==> config.mk <==
export PLATFORM = sky130hd
export DESIGN_NAME = instr_encode_flat
export DESIGN_NICKNAME = d
export VERILOG_FILES = /design/src/rtl/y86_pkg.sv /design/src/rtl/instr_encode_if.sv /design/src/rtl/y86_ilen.sv /design/src/rtl/instr_encode.sv /design/src/flat_wrapper.sv
export SDC_FILE = /design/constraint.sdc
export NUM_CORES = 1
export LEC_CHECK = 0
export ABC_AREA = 1
export BUFFER_PORTS_ARGS = -buffer_cell sky130_fd_sc_hd__buf_2
export CORE_MARGIN = 1
export CORE_UTILIZATION = 41
export CTS_CLUSTER_SIZE = 30
export DETAILED_ROUTE_END_ITERATION = 12
export HOLD_SLACK_MARGIN = 0.12
export SYNTH_ARGS = -nofsm -noshare
export SYNTH_HDL_FRONTEND = slang
export SYNTH_SLANG_ARGS = --single-unit
==> constraint.sdc <==
create_clock -name clk -period 3.2 [get_ports clk]
set_input_delay 0.32 -clock clk [delete_from_list [all_inputs] [get_ports clk]]
set_output_delay 0.32 -clock clk [all_outputs]
set_load 0.03 [all_outputs]
==> src/rtl/y86_pkg.sv <==
// Shared Y86 definitions: instruction codes, register sentinel, function-code
// limits and the instruction-length helpers. The fetch valP computation uses
// the same instr_len function, so encoder and fetch agree on instruction length.
package y86_pkg;

  localparam logic [3:0] I_HALT   = 4'h0;
  localparam logic [3:0] I_NOP    = 4'h1;
  localparam logic [3:0] I_CMOVXX = 4'h2;
  localparam logic [3:0] I_IRMOVQ = 4'h3;
  localparam logic [3:0] I_RMMOVQ = 4'h4;
  localparam logic [3:0] I_MRMOVQ = 4'h5;
  localparam logic [3:0] I_OPQ    = 4'h6;
  localparam logic [3:0] I_JXX    = 4'h7;
  localparam logic [3:0] I_CALL   = 4'h8;
  localparam logic [3:0] I_RET    = 4'h9;
  localparam logic [3:0] I_PUSHQ  = 4'hA;
  localparam logic [3:0] I_POPQ   = 4'hB;

  localparam logic [3:0] RNONE = 4'hF;

  localparam logic [3:0] FUN_MAX_OPQ  = 4'd3;
  localparam logic [3:0] FUN_MAX_CMOV = 4'd6;
  localparam logic [3:0] FUN_MAX_JXX  = 4'd6;

  typedef enum logic [0:0] {
    ST_IDLE = 1'b0,
    ST_EMIT = 1'b1
  } enc_state_e;

  // Instruction length in bytes; unknown codes are treated as a lone byte0.
  function automatic logic [3:0] instr_len(input logic [3:0] icode);
    case (icode)
      I_HALT, I_NOP, I_RET:                 instr_len = 4'd1;
      I_CMOVXX, I_OPQ, I_PUSHQ, I_POPQ:     instr_len = 4'd2;
      I_IRMOVQ, I_RMMOVQ, I_MRMOVQ:         instr_len = 4'd10;
      I_JXX, I_CALL:                        instr_len = 4'd9;
      default:                              instr_len = 4'd1;
    endcase
  endfunction

  // True when the instruction carries a register byte.
  function automatic logic has_reg(input logic [3:0] icode);
    case (icode)
      I_CMOVXX, I_OPQ, I_PUSHQ, I_POPQ,
      I_IRMOVQ, I_RMMOVQ, I_MRMOVQ:         has_reg = 1'b1;
      default:                              has_reg = 1'b0;
    endcase
  endfunction

  // True when the instruction carries an 8-byte constant.
  function automatic logic has_valc(input logic [3:0] icode);
    case (icode)
      I_IRMOVQ, I_RMMOVQ, I_MRMOVQ,
      I_JXX, I_CALL:                        has_valc = 1'b1;
      default:                              has_valc = 1'b0;
    endcase
  endfunction

  // Legal icode/ifun combination; icodes C..F are never legal.
  function automatic logic fun_ok(input logic [3:0] icode, input logic [3:0] ifun);
    case (icode)
      I_OPQ:                                fun_ok = (ifun <= FUN_MAX_OPQ);
      I_CMOVXX:                             fun_ok = (ifun <= FUN_MAX_CMOV);
      I_JXX:                                fun_ok = (ifun <= FUN_MAX_JXX);
      I_HALT, I_NOP, I_IRMOVQ, I_RMMOVQ,
      I_MRMOVQ, I_CALL, I_RET, I_PUSHQ,
      I_POPQ:                               fun_ok = (ifun == 4'h0);
      default:                              fun_ok = 1'b0;
    endcase
  endfunction

endpackage

==> src/rtl/instr_encode_if.sv <==
// Instruction-encoder bus: decoded-instruction handshake, pointer load,
// memory byte-write port and status. master = loader/harness, slave = encoder.
interface instr_encode_if #(parameter int ADDR_W = 8);
  logic              in_valid;
  logic              in_ready;
  logic [3:0]        icode;
  logic [3:0]        ifun;
  logic [3:0]        rA;
  logic [3:0]        rB;
  logic [63:0]       valC;
  logic              ptr_load;
  logic [ADDR_W-1:0] ptr_val;
  logic              wr_en;
  logic [ADDR_W-1:0] wr_addr;
  logic [7:0]        wr_data;
  logic              done;
  logic              err;
  logic [ADDR_W-1:0] next_pc;

  modport master (
    output in_valid, icode, ifun, rA, rB, valC, ptr_load, ptr_val,
    input  in_ready, wr_en, wr_addr, wr_data, done, err, next_pc
  );

  modport slave (
    input  in_valid, icode, ifun, rA, rB, valC, ptr_load, ptr_val,
    output in_ready, wr_en, wr_addr, wr_data, done, err, next_pc
  );
endinterface

==> src/rtl/y86_ilen.sv <==
// Combinational icode decode: instruction length and which optional fields
// (register byte, 8-byte constant) are present.
module y86_ilen
  import y86_pkg::*;
(
  input  logic [3:0] icode,
  output logic [3:0] len,
  output logic       has_reg_o,
  output logic       has_valc_o
);

  assign len        = instr_len(icode);
  assign has_reg_o  = has_reg(icode);
  assign has_valc_o = has_valc(icode);

endmodule

==> src/rtl/instr_encode.sv <==
// Y86 instruction encoder / instruction-memory writer.
// Accepts one decoded instruction per handshake, serialises it into 1..10
// bytes and writes one byte per cycle at an internal write pointer.
// Optional build macro ENC_CHECK_EN: reject illegal icode/ifun combinations
// and instructions that would run past the top of memory (all-or-nothing).
module instr_encode
  import y86_pkg::*;
#(
  parameter int              ADDR_W    = 8,
  parameter logic [ADDR_W-1:0] BASE_ADDR = {ADDR_W{1'b0}}
) (
  input  logic          clk,
  input  logic          rst,
  instr_encode_if.slave bus
);

  enc_state_e        state_r;
  logic [ADDR_W-1:0] ptr_r;
  logic [3:0]        cnt_r;
  logic [3:0]        len_r;
  logic [79:0]       shreg_r;
  logic              wr_en_r;
  logic [ADDR_W-1:0] wr_addr_r;
  logic [7:0]        wr_data_r;
  logic              done_r;
  logic              err_r;

  logic [3:0]        len_s;
  logic              has_reg_s;
  logic              has_valc_s;
  logic [79:0]       frame_s;
  logic              in_ready_s;
  logic              accept_s;
  logic              reject_s;
  logic              last_s;

  y86_ilen u_ilen (
    .icode      (bus.icode),
    .len        (len_s),
    .has_reg_o  (has_reg_s),
    .has_valc_o (has_valc_s)
  );

  // A pointer load owns the cycle; the cycle after a reject is also held off
  // so the rejected request is not seen twice.
  assign in_ready_s = (state_r == ST_IDLE) & ~bus.ptr_load & ~err_r;
  assign accept_s   = bus.in_valid & in_ready_s;
  assign last_s     = (cnt_r == (len_r - 4'd1));

  assign bus.in_ready = in_ready_s;
  assign bus.wr_en    = wr_en_r;
  assign bus.wr_addr  = wr_addr_r;
  assign bus.wr_data  = wr_data_r;
  assign bus.done     = done_r;
  assign bus.err      = err_r;
  assign bus.next_pc  = ptr_r;

  // Assemble the left-aligned byte frame: byte0, optional regs, big-endian valC.
  always_comb begin
    frame_s = 80'h0;
    case ({has_reg_s, has_valc_s})
      2'b11:   frame_s = {bus.icode, bus.ifun, bus.rB, bus.rA, bus.valC};
      2'b01:   frame_s = {bus.icode, bus.ifun, bus.valC, 8'h00};
      2'b10:   frame_s = {bus.icode, bus.ifun, bus.rB, bus.rA, 64'h0};
      default: frame_s = {bus.icode, bus.ifun, 72'h0};
    endcase
  end

`ifdef ENC_CHECK_EN
  localparam logic [ADDR_W+1:0] MEM_SIZE = {2'b01, {ADDR_W{1'b0}}};
  logic [ADDR_W+1:0] end_s;

  // Reject illegal encodings and instructions that would overrun memory.
  always_comb begin
    end_s    = {2'b00, ptr_r} + {{(ADDR_W-2){1'b0}}, len_s};
    reject_s = 1'b0;
    if (!fun_ok(bus.icode, bus.ifun) || (end_s > MEM_SIZE)) begin
      reject_s = 1'b1;
    end else begin
      reject_s = 1'b0;
    end
  end
`else
  assign reject_s = 1'b0;
`endif

  // Encoder FSM: latch on accept, emit one byte per cycle, advance the pointer.
  always_ff @(posedge clk or posedge rst) begin
    if (rst) begin
      state_r   <= ST_IDLE;
      ptr_r     <= BASE_ADDR;
      cnt_r     <= 4'd0;
      len_r     <= 4'd0;
      shreg_r   <= 80'h0;
      wr_en_r   <= 1'b0;
      wr_addr_r <= {ADDR_W{1'b0}};
      wr_data_r <= 8'h00;
      done_r    <= 1'b0;
      err_r     <= 1'b0;
    end else begin
      case (state_r)
        ST_IDLE: begin
          wr_en_r   <= 1'b0;
          done_r    <= 1'b0;
          err_r     <= 1'b0;
          wr_addr_r <= {ADDR_W{1'b0}};
          wr_data_r <= 8'h00;
          if (bus.ptr_load) begin
            ptr_r <= bus.ptr_val;
          end else if (accept_s) begin
            if (reject_s) begin
              err_r <= 1'b1;
            end else begin
              state_r   <= ST_EMIT;
              cnt_r     <= 4'd0;
              len_r     <= len_s;
              shreg_r   <= {frame_s[71:0], 8'h00};
              wr_en_r   <= 1'b1;
              wr_addr_r <= ptr_r;
              wr_data_r <= frame_s[79:72];
              done_r    <= (len_s == 4'd1);
            end
          end else begin
            ptr_r <= ptr_r;
          end
        end
        ST_EMIT: begin
          if (last_s) begin
            state_r   <= ST_IDLE;
            ptr_r     <= ptr_r + ADDR_W'(len_r);
            cnt_r     <= 4'd0;
            wr_en_r   <= 1'b0;
            wr_addr_r <= {ADDR_W{1'b0}};
            wr_data_r <= 8'h00;
            done_r    <= 1'b0;
          end else begin
            cnt_r     <= cnt_r + 4'd1;
            wr_addr_r <= wr_addr_r + {{(ADDR_W-1){1'b0}}, 1'b1};
            wr_data_r <= shreg_r[79:72];
            shreg_r   <= {shreg_r[71:0], 8'h00};
            done_r    <= ((cnt_r + 4'd2) == len_r);
          end
        end
        default: begin
          state_r <= ST_IDLE;
          wr_en_r <= 1'b0;
          done_r  <= 1'b0;
          err_r   <= 1'b0;
        end
      endcase
    end
  end

endmodule

==> src/flat_wrapper.sv <==
// flat-port wrapper written by rule: the top's interface ports become plain ports
module instr_encode_flat import y86_pkg::*;
#(
  parameter int              ADDR_W    = 8,
  parameter logic [ADDR_W-1:0] BASE_ADDR = {ADDR_W{1'b0}}
)
  (clk, rst, bus_in_valid, bus_icode, bus_ifun, bus_rA, bus_rB, bus_valC, bus_ptr_load, bus_ptr_val, bus_in_ready, bus_wr_en, bus_wr_addr, bus_wr_data, bus_done, bus_err, bus_next_pc);
  instr_encode_if #(.ADDR_W(ADDR_W)) bus_i ();
  input  logic clk;
  input  logic rst;
  input wire logic [$bits(bus_i.in_valid)-1:0] bus_in_valid;
  input wire logic [$bits(bus_i.icode)-1:0] bus_icode;
  input wire logic [$bits(bus_i.ifun)-1:0] bus_ifun;
  input wire logic [$bits(bus_i.rA)-1:0] bus_rA;
  input wire logic [$bits(bus_i.rB)-1:0] bus_rB;
  input wire logic [$bits(bus_i.valC)-1:0] bus_valC;
  input wire logic [$bits(bus_i.ptr_load)-1:0] bus_ptr_load;
  input wire logic [$bits(bus_i.ptr_val)-1:0] bus_ptr_val;
  output wire logic [$bits(bus_i.in_ready)-1:0] bus_in_ready;
  output wire logic [$bits(bus_i.wr_en)-1:0] bus_wr_en;
  output wire logic [$bits(bus_i.wr_addr)-1:0] bus_wr_addr;
  output wire logic [$bits(bus_i.wr_data)-1:0] bus_wr_data;
  output wire logic [$bits(bus_i.done)-1:0] bus_done;
  output wire logic [$bits(bus_i.err)-1:0] bus_err;
  output wire logic [$bits(bus_i.next_pc)-1:0] bus_next_pc;
  assign bus_i.in_valid = bus_in_valid;
  assign bus_i.icode = bus_icode;
  assign bus_i.ifun = bus_ifun;
  assign bus_i.rA = bus_rA;
  assign bus_i.rB = bus_rB;
  assign bus_i.valC = bus_valC;
  assign bus_i.ptr_load = bus_ptr_load;
  assign bus_i.ptr_val = bus_ptr_val;
  assign bus_in_ready = bus_i.in_ready;
  assign bus_wr_en = bus_i.wr_en;
  assign bus_wr_addr = bus_i.wr_addr;
  assign bus_wr_data = bus_i.wr_data;
  assign bus_done = bus_i.done;
  assign bus_err = bus_i.err;
  assign bus_next_pc = bus_i.next_pc;
  instr_encode #(.ADDR_W(ADDR_W), .BASE_ADDR(BASE_ADDR)) u_core (.clk(clk), .rst(rst), .bus(bus_i));
endmodule
# ---- After elaboration in Yosys (flattened, before gate mapping)
# Memory sizes are Yosys's and may differ from the RTL's.
# Cells that the tools add are included.
dict set report op_classes {
  n_addsub 5
  n_mul 0
  div 0
  n_lt_le_gt_ge 0
  eq_ne 20
  shift 0
  mux 32
  n_bitwise 4
  reduce_logical 6
}
# operator count
set ops {}
lappend ops {{80-bit two-way mux} 3}
lappend ops {{72-bit one-hot mux with 3 select lines} 1}
lappend ops {{80-bit one-hot mux with 2 select lines} 1}
lappend ops {{8-bit two-way mux} 8}
lappend ops {{8-bit one-hot mux with 2 select lines} 3}
lappend ops {{4-bit by 3-bit equality test with 1-bit output (second input constant)} 4}
lappend ops {{4-bit equality test (second input constant)} 3}
lappend ops {{4-bit two-way mux} 3}
lappend ops {{1-bit two-way mux} 9}
lappend ops {{8-bit by 1-bit adder with 8-bit output (second input constant)} 1}
lappend ops {{8-bit by 4-bit adder with 8-bit output} 1}
lappend ops {{4-bit by 2-bit equality test with 1-bit output (second input constant)} 2}
lappend ops {{4-bit equality test} 2}
lappend ops {{2-bit != test (second input constant)} 4}
lappend ops {{4-bit one-hot mux with 2 select lines} 1}
lappend ops {{7-bit OR reduction} 1}
lappend ops {{1-bit one-hot mux with 2 select lines} 3}
lappend ops {{3-bit AND reduction} 2}
lappend ops {{5-bit OR reduction} 1}
lappend ops {{4-bit by 1-bit adder with 4-bit output (second input constant)} 1}
lappend ops {{4-bit by 2-bit adder with 4-bit output (second input constant)} 1}
lappend ops {{2-bit equality test (second input constant)} 2}
lappend ops {{4-bit by 1-bit equality test with 1-bit output (second input constant)} 1}
lappend ops {{2-bit AND reduction} 2}
lappend ops {{other kinds (5)} 7}
dict set report word_totals {
  reg_bits 115
  latchBits 0
  mem_bits_rw 0
  romBits 48
  inputBits 92
  output_inout_bits 28
  mem_count 1
}
# name depth word_bits read_ports rd_clocked_by_memory_dff wr line
set memory_table {}
lappend memory_table {{(name not given)} 16 3 1 0 0 y86_pkg.sv:32} ;# case (icode)

# ---- Logic depth before layout (Yosys ltp)
# Gate-level depths: netlist of run 1.
dict set report logic_depth {
  depth_word 8
  ltp_mapped 13
}

# ---- Modules after synthesis
# From an unflattened synthesis of run 1, not the netlist that was laid out.
dict set report hier_totals {
  hier_cells 959
  hier_area_um2 6641.4
}
# mod n_inst cells_per_inst area_each_um2
set modules_own_cells {}
lappend modules_own_cells {instr_encode 1 940 6555.0}
lappend modules_own_cells {y86_ilen 1 19 86.3}

# ---- Worst setup path before layout of run 1
# Ideal clock, no wire load.
dict set report synth_timing {
  kind {register -> register}
  from {register u_core.ptr_r[0], in the netlist u_core.bus.next_pc[0]}
  to {register u_core.ptr_r[4], in the netlist u_core.bus.next_pc[4]}
  arrival_ps 1655
  path_slack_ps 1480
  stages_incl_launch_ff 10
  synth_period_minus_slack_ps 1720
  path_cell_list {dfrtp_1 -> ha_1 -> inv_1 -> fa_1 -> o21bai_1 -> or2_2 -> nand3_1 -> nand2_1 -> nand2_1 -> nand2_1}
}
dict set report synth_via {
  elab_chain_len 3
}
# item line
set synth_lines {}
lappend synth_lines {{start, declared} instr_encode.sv:18} ;# logic [ADDR_W-1:0] ptr_r;
lappend synth_lines {{start signal, assigned} instr_encode.sv:109} ;# ptr_r <= bus.ptr_val;
lappend synth_lines {{start signal, assigned} instr_encode.sv:124} ;# ptr_r <= ptr_r;
lappend synth_lines {{start signal, assigned} instr_encode.sv:130} ;# ptr_r <= ptr_r + ADDR_W'(len_r);
lappend synth_lines {{8-bit by 4-bit adder with 8-bit output} instr_encode.sv:130}
lappend synth_lines {{8-bit two-way mux} instr_encode.sv:128} ;# if (last_s) begin
lappend synth_lines {{8-bit one-hot mux with 2 select lines} instr_encode.sv:101} ;# case (state_r)
# Every way passes these cells. The select of a mux whose other input is x is not followed.
# A chain may end at the register's enable or synchronous reset.

# ---- Worst setup path after layout of run 1
dict set report layout_timing {
  from {register u_core.len_r[1]}
  to {register u_core.wr_addr_r[5], in the netlist u_core.bus.wr_addr[5]}
}
dict set report layout_via {
  elab_chain_len 4
}
# item line
set layout_lines {}
lappend layout_lines {{start, declared} instr_encode.sv:20} ;# logic [3:0] len_r;
lappend layout_lines {{start signal, assigned} instr_encode.sv:116} ;# len_r <= len_s;
lappend layout_lines {{4-bit by 1-bit subtractor with 4-bit output} instr_encode.sv:48} ;# assign last_s = (cnt_r == (len_r - 4'd1));
lappend layout_lines {{4-bit equality test} instr_encode.sv:48}
lappend layout_lines {{8-bit two-way mux} instr_encode.sv:128}
lappend layout_lines {{8-bit one-hot mux with 2 select lines} instr_encode.sv:101}
lappend layout_lines {{end signal, assigned} instr_encode.sv:106} ;# wr_addr_r <= {ADDR_W{1'b0}};
lappend layout_lines {{end signal, assigned} instr_encode.sv:133} ;# wr_addr_r <= {ADDR_W{1'b0}};
lappend layout_lines {{end signal, assigned} instr_encode.sv:138} ;# wr_addr_r <= wr_addr_r + {{(ADDR_W-1){1'b0}}, 1'b1};
lappend layout_lines {{end, declared} instr_encode.sv:23} ;# logic [ADDR_W-1:0] wr_addr_r;
# Every way passes these cells.

==> key figures, run 1 <==
Clocking
  • CTS Buffer Depth: 2
  • Num Clock Sinks: 106
  • CTS tree: done
  • Later-pin clock latency in the skew report: 0.36 ns
  • Post-CTS Hold Buffers: 0
  • CTS Buf Count: 9
  • Register clock-pin slew on the reported worst setup and hold paths: 0.07 ns
  • H-tree depth: 3
  • Root buf cell: clkbuf_16
  • Setup Buffers After CTS: 0
  • Post_cts resized: 0

Floorplanning
  • Initial Util: 41.75%
  • Die area: 15,920 µm²
  • Die Wd: 126.2 µm
  • Rows: 45
  • Die H: 126.2 µm
  • Core Footprint: 15,150 µm²
  • I/O pins: 120

Critical path
  • CP required: 3.42 ns
  • Crit path launch type: flop
  • Reg2reg setup slack: 1.15 ns
  • Worst R2R Start: u_core.len_r[1]
  • Reg2reg end: u_core.bus.wr_addr[5]
  • CP max FO: 13
  • Crit path capture type: flop
  • Reg2reg path depth: 9
  • Critical path type: flop to flop
  • Arrival @ worst endpoint: 2.27 ns

Global route
  • Antenna violations before repair: 0
  • Largest net degree at the start of global routing: 105
  • GR Overflow Total: 0
  • First-pass GRT wire length: 28,900 µm
  • Gr usage total: 22.67%
  • Vias in the first global route: 5,772

Yosys
  • Post-synthesis register bit count: 106
  • Synthesized net count: 1,023
  • Post-Syn Instances: 923
  • Mapped cell area: 6324 µm²
  • Yosys top cell by area: dfrtp_1
  • Yosys warnings: 0
  • Top post-synthesis cells by area: dfrtp_1 42%, nand2_1 21%, nand3_1 13%
  • Post-synth top area share: 41.95%
  • Seq/Total Area, Yosys: 41.95%
  • Syn Area/Cell: 6.851 µm²
  • Netlist cell types: 29

Drt
  • Drt via density: 5.092
  • Total Wirelength: 17,010 µm
  • Drt wl/cell: 14.23 µm
  • ANT nets after route: 0
  • Drt first pass iters: 5
  • Drt drc: 0
  • DR vias: 6,085
  • 1st-iter DRT viols: 537

Pwr
  • Worst vdd ir: 0.0007769 V
  • Lkg Pwr: 3.839 nW
  • Pwr Density: 1020 nW/µm²

STA
  • Max Freq: 0.4878 GHz
  • Final Max Tran Viols: 0
  • Setup_tns: 0 ns
  • Final Worst Setup Slack: 1.150 ns
  • Worst Tran Pin Value: 0.8612 ns
  • Fin crit period: 2.050 ns
  • Final Hold Fails: 0
  • Setup violators final: 0
  • Fin Clk Skew: 0.007500 ns
  • Slew headroom: 42.59%
  • Share of the clock period used by the worst path: 64.06%
  • RSZ-0062 raised after global routing: no

Placed design
  • HPWL Detailed: 11,250 µm
  • Placer's final routability congestion estimate: 0.7991
  • DP Worst Slack: 1.006 ns
  • Port bufs: 118

Finish
  • Multi-input gate area: 3178 µm²
  • Area Growth Syn to Fin: 14.46%
  • Post-layout nets: 1,102
  • Fillcell total: 1,605
  • # diodes: 0
  • FF+latch area: 2653 µm²
  • Layout cells sized above 1: 16.29%

Hold path
  • Kind of path behind the tightest hold check: input pin to asynchronous set/reset pin

Run status
  • Status: finished, final reports clean

Flow run
  • # Max-Cap Violations: 0
==> worst max-delay path, cell delays in order (launching register included) <==
cell     delay [ns]
dfrtp_1        0.40
inv_1          0.11
ha_1           0.30
inv_1          0.04
nand2_1        0.05
nand2_1        0.04
nor2_1         0.11
nand2_1        0.32
nand2_1        0.39
o22ai_1        0.15
==> per-stage QoR <==
stage	util [%]	total power, mW	area [µm²]	std cells	hold slack (ns)
after floorplan	-	5.436	6324	923	0.4368
after global routing	47.79	8.144	7238	1195	0.1608
after global placement	45.55	6.136	6899	1179	0.4549
final	47.79	7.381	7238	1195	0.1364
after CTS	47.79	7.455	7238	1195	0.1571
after detailed placement	45.55	6.162	6899	1179	0.4600
==> layout make-up <==
type	instances	share of cell area (%)
clock buffers	12	3.682
clock inverters	4	1.003
inverters	32	1.729
multi-input cells	726	43.91
flip-flops and latches	106	36.65
well taps	188	3.250
repair buffers	127	9.784
==> cells in the final DEF, fill, tap and decap left out, types with 2 or more instances in the layout <==
cell type,instances
o31ai_1,2
inv_1,22
nor2_1,143
nor2_4,2
a21oi_1,11
clkbuf_16,9
buf_4,5
nand3_1,163
bufinv_16,2
buf_2,118
o21ai_0,14
xnor2_1,2
o21bai_1,2
nand2_1,351
dfrtp_1,106
nand2_4,2
or2_2,4
clkbuf_8,3
o22ai_1,7
xor2_1,7
nand3_2,2
inv_2,7
buf_12,4
inv_4,2
ha_1,7
nor3_1,2
nand2_2,2
==> sequential cells by signal (all words and copies together) (netlist names) <==
| signal | count |
|---|---|
| u_core.bus.done | 1 |
| u_core.bus.wr_addr | 8 |
| u_core.bus.wr_data | 8 |
| u_core.bus.wr_en | 1 |
| u_core.len_r | 3 |
| u_core.shreg_r | 72 |
| u_core.state_r | 1 |
| u_core.cnt_r | 4 |
| u_core.bus.next_pc | 8 |
==> synth_stat cells, drive strengths merged <==
library cell  count
o31ai             2
ha                7
dfrtp           106
xnor2             2
nand2           355
a21oi            11
o21bai            2
o22ai             7
nor3              2
or2               4
nand4             1
o21ai            14
nand3           165
clkbuf            8
fa                1
buf              51
inv              31
conb              1
clkinv            1
xor2              7
nor2            145
==> how the worst max path moves through the flow <==
stage | end | startpoint | slack [ns] | cells after the start
after floorplan | u_core.bus.done | rst | 0.09 | 1
after global placement | u_core.shreg_r[51] | bus_icode[1] | 1.02 | 10
after detailed placement | u_core.shreg_r[45] | bus_icode[1] | 1.01 | 10
after CTS | u_core.bus.wr_addr[6] | u_core.len_r[1] | 1.13 | 9
after global routing | u_core.shreg_r[45] | u_core.len_r[1] | 0.93 | 12
final | u_core.bus.wr_addr[5] | u_core.len_r[1] | 1.15 | 9
==> logic make-up (layout without fill, tap and decap cells) <==
logic type      count (synthesis)  in the layout  synth area share [%]
xor+xnor                        9              9                 1.247
buf+inv                        91            175                 7.954
fa+ha+maj                       8              8                 1.702
other cells                     1              1               0.05930
flops                         106            106                 41.95
simple gates                  672            672                 43.95
compound gates                 36             36                 3.146
==> per-layer routing <==
layer  part of all wire (%)  global-route usage (%)
met1                     49                   32.35
met2                     46                   35.42
met3                    4.3                   4.460
met4                    1.0                   5.174
met5                      0                       0
==> power by group <==
group	total (mW)	internal [mW]	switching (mW)
combinational	3.80	1.28	2.52
sequential	2.31	1.93	0.382
clock	1.27	0.750	0.517
total	7.38	3.96	3.42
(Power assumes the default switching activity.)
==> run 2, diff against run 1 <==
==> constraint.sdc (replaced) <==
create_clock -name clk -period 2.1 [get_ports clk]
set_input_delay 0.21 -clock clk [delete_from_list [all_inputs] [get_ports clk]]
set_output_delay 0.21 -clock clk [all_outputs]
set_load 0.03 [all_outputs]
==> run 2 against run 1 <==
Against the previous run: utilization grew 1.8 points; cell count up 1.8%; power rose by 56%; count of clock-buffer cells in the layout unchanged; sequential share of layout area down 1.3 points; maximum frequency rose by 7.3%; clock power is 58% higher; worst setup slack lost 0.96 ns; hold slack gained 0.013 ns; combinational power is 57% higher; die area unchanged; global-route usage increased by 0.16 points; critical path type unchanged.
==> key figures, run 2 (synthesized netlist as in run 1, its figures left out) <==
Run status
  • Status: finished, final reports clean

Floorplanning
  • Die Wd: 126.2 µm
  • Die area: 15,920 µm²
  • Initial Util: 41.75%
  • Die H: 126.2 µm
  • Rows: 45
  • I/O pins: 120
  • Core Footprint: 15,150 µm²

Clocking
  • Setup Buffers After CTS: 0
  • CTS Buf Count: 9
  • CTS Buffer Depth: 2
  • Later-pin clock latency in the skew report: 0.36 ns
  • Root buf cell: clkbuf_16
  • Num Clock Sinks: 106
  • CTS tree: done
  • Post_cts resized: 0
  • Register clock-pin slew on the reported worst setup and hold paths: 0.07 ns
  • H-tree depth: 3

Placed design
  • Port bufs: 118
  • Placer's final routability congestion estimate: 0.8223
  • HPWL Detailed: 11,130 µm
  • Dpl cell area: 7010 µm²

Finish
  • Area Growth Syn to Fin: 18.68%
  • Fillcell total: 1,574
  • # diodes: 0
  • Commonest cells after routing, fill and taps aside: 351 x nand2_1, 163 x nand3_1, 143 x nor2_1
  • Top reg by flops: u_core.shreg_r
  • Multi-input gate area: 3178 µm²
  • FF+latch area: 2653 µm²
  • Post-layout nets: 1,124
  • Layout cells sized above 1: 16.62%
  • Final Util: 49.55%
  • Largest register FFs: 72
  • Commonest non-fill, non-tap cell in the layout: nand2_1
  • Final Instance Area: 7505 µm²

Critical path
  • Arrival @ worst endpoint: 2.16 ns
  • Critical path type: flop to flop
  • Reg2reg setup slack: 0.19 ns
  • Crit path launch type: flop
  • Worst-path cell with the longest stage delay: dfrtp_1
  • Slowest stage delay, CP: 0.39 ns
  • CP required: 2.35 ns
  • Crit-path cells: inv_1, ha_1, inv_1, nand2_1, nand2_1, nor2_1, nand3_1, nand2_4, buf_12, nor2_1, nand2_1, nand2_1
  • Most numerous cell on the critical path: nand2_1
  • Crit path capture type: flop
  • CP max FO: 63

Drt
  • Drt wl/cell: 14.07 µm
  • DR vias: 6,180
  • Drt via density: 5.078
  • Drt first pass iters: 7
  • ANT nets after route: 0
  • Total Wirelength: 17,130 µm
  • 1st-iter DRT viols: 398
  • Drt drc: 0

Global route
  • GR Overflow Total: 0
  • Antenna violations before repair: 0
  • Gr usage total: 22.83%
  • Largest net degree at the start of global routing: 107
  • First-pass GRT wire length: 29,080 µm
  • Vias in the first global route: 5,899

STA
  • Max Freq: 0.5234 GHz
  • Fin crit period: 1.910 ns
  • RSZ-0062 raised after global routing: no
  • Share of the clock period used by the worst path: 90.97%
  • Worst Tran Pin Value: 0.5945 ns
  • Setup_tns: 0 ns
  • Final Max Tran Viols: 0
  • Fin Clk Skew: 0.007378 ns
  • Final Hold Fails: 0
  • Slew headroom: 60.36%
  • Setup violators final: 0

Hold path
  • Kind of path behind the tightest hold check: input pin to flop

Flow run
  • # Max-Cap Violations: 0

Pwr
  • Pwr Density: 1535 nW/µm²
  • Lkg Pwr: 3.952 nW
  • Worst vdd ir: 0.0006570 V
[run 2: where the power goes]
part | total [mW] | leakage [nW] | internal (mW) | switching (mW)
Sequential | 3.55 | 1.35 | 2.95 | 0.601
Combinational | 5.96 | 2.43 | 2.10 | 3.86
Clock | 2.01 | 0.169 | 1.23 | 0.779
Total | 11.5 | 3.95 | 6.27 | 5.24
[run 2: critical path, delay by kind of cell, from the launching register on]
| family | cells | cell delay, ns |
|---|---|---|
| DFF | 1 | 0.39 |
| adders and majority gates | 1 | 0.30 |
| and+or+nand+nor | 8 | 0.70 |
| buffers and inverters | 3 | 0.39 |
[run 2: repair_timing]
action / in CTS / in global routing
hold endpoints to repair: 119 / 0
hold buffers: 14 / 0
setup endpoints to repair: 0 / 0
[run 2: routing by layer]
| metal | up-vias | share of wire, % | global-route usage [%] |
|---|---|---|---|
| li1 | 3125 | - | - |
| met1 | 2866 | 49 | 31.91 |
| met2 | 174 | 45 | 35.88 |
| met3 | 15 | 4.8 | 4.078 |
| met4 | 0 | 1.6 | 7.158 |
| met5 | - | 0 | 0 |
[run 2: path summary, 6_finish.rpt]
check,start,to,cells after the start
min in group asynchronous,rst,u_core.shreg_r[73],4
worst min register to register,u_core.shreg_r[10],u_core.shreg_r[10],2
worst max-delay path,u_core.len_r[1],u_core.shreg_r[67],12
max in group asynchronous,rst,u_core.shreg_r[9],4
worst min-delay path,bus_ptr_val[4],u_core.bus.next_pc[4],5
worst max register to register,u_core.len_r[1],u_core.shreg_r[67],12
[run 2: final cells by class]
type,count,share of cell area (%)
clock buffer,12,3.418
clock inverter,4,1.300
inverter,32,1.684
multi-input combinational,726,42.35
sequential,106,35.35
tap,188,3.134
timing repair buffer,149,12.77
[run 2: stage by stage]
step	instances	total power, mW	setup slack (ns)	hold WS, ns
after floorplan	923	8.284	0.3799	0.3268
after global placement	1187	9.501	0.2584	0.4173
after detailed placement	1187	9.530	0.2044	0.4179
after CTS	1217	11.64	0.1785	0.1378
after global routing	1217	12.70	0.007549	0.1528
final	1217	11.52	0.1896	0.1493
